<file path="src/rtl/uart_tx_mmio.sv">
// Memory-mapped 8N1 UART transmitter with a small byte FIFO and a status register.
// Software polls STATUS for space and idle; DIVCHK lets it confirm the baud divisor.
module uart_tx_mmio #(
    parameter int CLKS_PER_BIT = 100,
    parameter int FIFO_DEPTH   = 8
) (
    input  logic        clk,
    input  logic        reset,
    input  logic        wr_en,
    input  logic        rd_en,
    input  logic [1:0]  addr,
    input  logic [15:0] wdata,
    output logic [15:0] rdata,
    output logic        tx,
    output logic        tx_busy
);

    localparam int PW = $clog2(FIFO_DEPTH);
    localparam int CW = PW + 1;
    localparam int BW = $clog2(CLKS_PER_BIT);
    localparam logic [BW-1:0] BAUD_LAST = BW'(CLKS_PER_BIT - 1);
    localparam logic [CW-1:0] FULL_CNT  = CW'(FIFO_DEPTH);

    typedef enum logic [1:0] {IDLE, START, DATA, STOP} state_t;

    state_t        state;
    logic [7:0]    mem [FIFO_DEPTH];
    logic [PW-1:0] wr_ptr, rd_ptr;
    logic [CW-1:0] count;
    logic [BW-1:0] baud_cnt;
    logic [2:0]    bit_cnt;
    logic [7:0]    shift;
    logic          overflow;

    logic full, empty, baud_done, data_wr, push, pop, ovf_set, ovf_clr;
    logic [4:0]  cnt5;
    logic [15:0] status;
    logic [7:0]  unused_wdata_hi;

    assign full      = (count == FULL_CNT);
    assign empty     = (count == '0);
    assign baud_done = (baud_cnt == BAUD_LAST);
    assign data_wr   = wr_en && (addr == 2'd0);
    // Full is judged on the pre-pop count, so a write into a full FIFO drops even if a pop coincides.
    assign push      = data_wr && !full;
    assign ovf_set   = data_wr && full;
    assign ovf_clr   = wr_en && (addr == 2'd1) && wdata[3];
    assign pop       = !empty && ((state == IDLE) || (state == STOP && baud_done));
    assign tx_busy   = !empty || (state != IDLE);
    assign cnt5      = 5'(count);
    assign status    = {7'b0, cnt5, overflow, tx_busy, empty, full};
    assign unused_wdata_hi = wdata[15:8];

    always_comb begin
        rdata = 16'h0000;
        if (rd_en) begin
            case (addr)
                2'd1:    rdata = status;
                2'd2:    rdata = 16'(CLKS_PER_BIT);
                default: rdata = 16'h0000;
            endcase
        end
    end

    always_ff @(posedge clk) begin
        if (push) mem[wr_ptr] <= wdata[7:0];
    end

    always_ff @(posedge clk) begin
        if (reset) begin
            wr_ptr <= '0;
            rd_ptr <= '0;
            count  <= '0;
        end else begin
            if (push) wr_ptr <= wr_ptr + PW'(1);
            if (pop)  rd_ptr <= rd_ptr + PW'(1);
            case ({push, pop})
                2'b10:   count <= count + CW'(1);
                2'b01:   count <= count - CW'(1);
                default: count <= count;
            endcase
        end
    end

    always_ff @(posedge clk) begin
        if (reset)        overflow <= 1'b0;
        else if (ovf_set) overflow <= 1'b1;
        else if (ovf_clr) overflow <= 1'b0;
    end

    always_ff @(posedge clk) begin
        if (reset) begin
            state    <= IDLE;
            tx       <= 1'b1;
            baud_cnt <= '0;
            bit_cnt  <= '0;
            shift    <= '0;
        end else begin
            case (state)
                IDLE: begin
                    baud_cnt <= '0;
                    bit_cnt  <= '0;
                    if (pop) begin
                        shift <= mem[rd_ptr];
                        state <= START;
                        tx    <= 1'b0;
                    end else begin
                        tx <= 1'b1;
                    end
                end
                START: begin
                    if (baud_done) begin
                        baud_cnt <= '0;
                        state    <= DATA;
                        tx       <= shift[0];
                    end else begin
                        baud_cnt <= baud_cnt + BW'(1);
                    end
                end
                DATA: begin
                    if (baud_done) begin
                        baud_cnt <= '0;
                        if (bit_cnt == 3'd7) begin
                            bit_cnt <= '0;
                            state   <= STOP;
                            tx      <= 1'b1;
                        end else begin
                            bit_cnt <= bit_cnt + 3'd1;
                            shift   <= shift >> 1;
                            tx      <= shift[1];
                        end
                    end else begin
                        baud_cnt <= baud_cnt + BW'(1);
                    end
                end
                STOP: begin
                    if (baud_done) begin
                        baud_cnt <= '0;
                        // Back-to-back frames: go straight from stop to the next start bit.
                        if (pop) begin
                            shift <= mem[rd_ptr];
                            state <= START;
                            tx    <= 1'b0;
                        end else begin
                            state <= IDLE;
                            tx    <= 1'b1;
                        end
                    end else begin
                        baud_cnt <= baud_cnt + BW'(1);
                    end
                end
                default: begin
                    state <= IDLE;
                    tx    <= 1'b1;
                end
            endcase
        end
    end

endmodule
</file>
<file path="config.mk">
export PLATFORM = sky130hd
export DESIGN_NAME = uart_tx_mmio
export DESIGN_NICKNAME = d
export VERILOG_FILES = /design/src/rtl/uart_tx_mmio.sv
export SDC_FILE = /design/constraint.sdc
export NUM_CORES = 1
export LEC_CHECK = 0
export CORE_AREA = 4 4 129 131
export CTS_CLUSTER_DIAMETER = 30
export CTS_CLUSTER_SIZE = 28
export DETAILED_ROUTE_END_ITERATION = 8
export DIE_AREA = 0 0 133 135
export GPL_TIMING_DRIVEN = 0
export SLEW_MARGIN = 10
export SYNTH_ARGS = -nofsm -noshare
export SYNTH_HDL_FRONTEND = slang
export SYNTH_SLANG_ARGS = --single-unit
</file>
<file path="constraint.sdc">
create_clock -name clk -period 7.6 [get_ports clk]
set_input_delay 0.76 -clock clk [delete_from_list [all_inputs] [get_ports clk]]
set_output_delay 0.76 -clock clk [all_outputs]
set_load 0.02 [all_outputs]
</file>
==> flow_summary.yaml <==
run_status:
  status: "finished clean"
pwr:
  ir_drop_v: 0.0001492
  p_leak_nw: 1.853
  powerDensity_nw_per_um2: 318.8
  design_power_total_w: 0.001726
  pwr-share-seq: 0.378
  pwr-share-clk: 0.248
  p_comb_frac: 0.374
  swShare: 0.3560
  switchingPower_w: 0.0006147
  intPower_w: 0.001112
global_routing:
  grt_max_degree: 18
  grt_pass1_wl_mm: 15.26
  antenna_found_initial: 0
  grt_pass1_vias: 2934
  overflow: 0
  grtUsageTotal: 0.1088
worst_setup_path:
  slowest_stage: "clkdlybuf4s50_1"
  cp_max_fo: 5
  start_kind: "input pin"
  cp.required_ns: 6.84
  cp_cell_sequence: "clkdlybuf4s50_1 > inv_1 > ha_1 > and3_1 > and3_1 > clkdlybuf4s50_1"
  endpoint_kind: "output pin"
  worst_path_largest_cell_delay_ns: 0.60
  cp.arrival_ns: 2.57
  critPathKind: "in -> out"
synth:
  synth_top_area_frac: 0.4176
  syn_avg_cell_area_um2: 12.17
  synth_seq_cells: 99
  synth_top_area_cell: "edfxtp_1"
  synthTopCellsByArea: "edfxtp_1, dfxtp_1, mux2i_1"
  synth_area_um2: 4602
  synth_cells: 378
  ys_types: 52
  yosysWarnings: 0
  seq_area_frac_synth: 0.5699
placement:
  dp_hpwl_mm: 6.560
  gp_congestion: 0.7615
  place_inst: 624
  io_buffers: 23
sta:
  setup_viol: 0
  hold_viol: 0
  tightestPinTransition_ns: 0.9596
  maxSlewViolCount: 0
  skew_ns: 0.003201
  max_freq_ghz: 0.3000
  rsz0062_at_grt: "false"
  slew_headroom: 0.3579
  hold-worst-slack_ns: 0.4513
  timing.setup.tns_ns: 0
  period_share: 0.4386
  finalCriticalPeriod_ns: 3.334
clock_network:
  cts_root_buffer: "clkbuf_16"
  numCtsBuffers: 9
  hold_buffers: 0
  post-cts-setup-buffers: 0
  ctsHtreeMaxLevel: 3
  cts_resized: 0
  clkLatencyLatePin_ns: 0.34
  cts_sinks: 99
  cts_tree: "done"
  clk_pin_slew_ns: 0.07
  clk_path_buf_depth: 2
final_layout:
  nets: 458
  layout_commonest_cell: "edfxtp_1"
  multiInputGateArea_um2: 1831
  syn2layout_area_growth_pct: 17.67
  fill_cells: 1519
  fin_util: 0.3472
  stdcell_count: 639
  most-common-layout-cells: "edfxtp_1, mux2i_1, nor2_1"
  drive_above_1_share: 0.1324
  diodes: 0
  seq_area_um2: 2623
drt:
  vias_per_cell: 4.628
  antenna_left: 0
  drc_errors: 0
  vias: 2957
  wire_per_inst_um: 14.68
  wl_mm: 9.381
  first_iter_violations: 159
  drtPass1Iterations: 4
floorplan:
  core_area_um2: 15600
  dieArea_um2: 17960
  die_w_um: 133
  die_y_um: 135
  start_util: 0.2950
  pin_count: 40
  fp-row-count: 46
run:
  drv_cap: 0
hold_path:
  hold_path_class: "reg -> reg"
registers in the layout, summed over array words and instances (netlist names), named ones only:
name,cells
overflow,1
shift,8
baud_cnt,7
wr_ptr,3
rd_ptr,3
bit_cnt,3
state,2
count,4
mem,64
tx,1
kinds of logic after synthesis:
group,count (synthesis),share of synthesized area
AOI/OAI and AO/OA,67,0.1079
adders and majority gates,17,0.04622
xor gates and xnor gates,9,0.01713
muxes,41,0.09027
and+or+nand+nor,106,0.1275
other,1,0.0008149
buffers and inverters,38,0.04024
DFF,99,0.5699
final cells by class:
class / instances / area share
flip-flops and latches: 99 / 0.4843
multi-input cells: 248 / 0.3380
well taps: 216 / 0.04991
repair buffers: 23 / 0.04251
clock buffers: 9 / 0.04159
plain buffers: 23 / 0.02380
inverters: 15 / 0.01040
clock inverters: 6 / 0.009473
synthesized netlist by cell type, drive strengths merged:
cell,instances
a2111oi,1
xor2,6
a22oi,15
o311a,1
o31a,1
conb,1
or3,3
ha,17
and4bb,1
a211oi,7
xnor2,3
edfxtp,64
a21oi,14
nand4bb,1
nor2b,6
inv,14
nand2b,5
a221oi,1
o31ai,2
o21ai,10
dfxtp,35
nor2,37
nand2,16
mux2i,37
nor3,12
nand4,4
buf,15
or2,1
o21a,1
o221ai,1
clkinv,1
o22ai,2
a31oi,8
and3,3
a211o,1
clkbuf,8
nor4,2
and2,6
nand4b,1
mux2,4
a32oi,2
nand3,5
or4b,2
or4,1
routing by layer:
layer	global-route usage	share of wire
met2	0.1865	0.49
met1	0.1363	0.45
met4	0.04388	0.019
met3	0.01937	0.040
met5	0	0
critical path: cells and delay by family:
kind / cells / cell delay, ns
buf+inv: 3 / 1.15
simple gates: 2 / 0.37
fa+ha+maj: 1 / 0.29
per-stage QoR:
stage                     instance area, um2  setup WS, ns
after floorplan                         4628         5.078
after global routing                    5415         4.179
after global placement                  5129         4.099
after CTS                               5410         4.249
after detailed placement                5134         4.004
final                                   5415         4.266
path summary, 6_finish.rpt:
kind,start,end,slack [ns],cells past startpoint
max reg2reg,baud_cnt[0],count[2],4.72,11
min,baud_cnt[0],baud_cnt[0],0.45,1
min reg2reg,baud_cnt[0],baud_cnt[0],0.45,1
max,addr[0],rdata[0],4.27,6
power by group through the flow:
stage          Combinational, W  Clock, W  Sequential (W)
2_1_floorplan          0.000498         0        0.000657
3_3_place_gp           0.000634         0        0.000662
3_5_place_dp           0.000646         0        0.000664
4_1_cts                0.000649  0.000439        0.000653
5_1_grt                0.000718  0.000460        0.000659
6_report               0.000646  0.000428        0.000653
No activity file was read; power rests on OpenSTA's default activity.
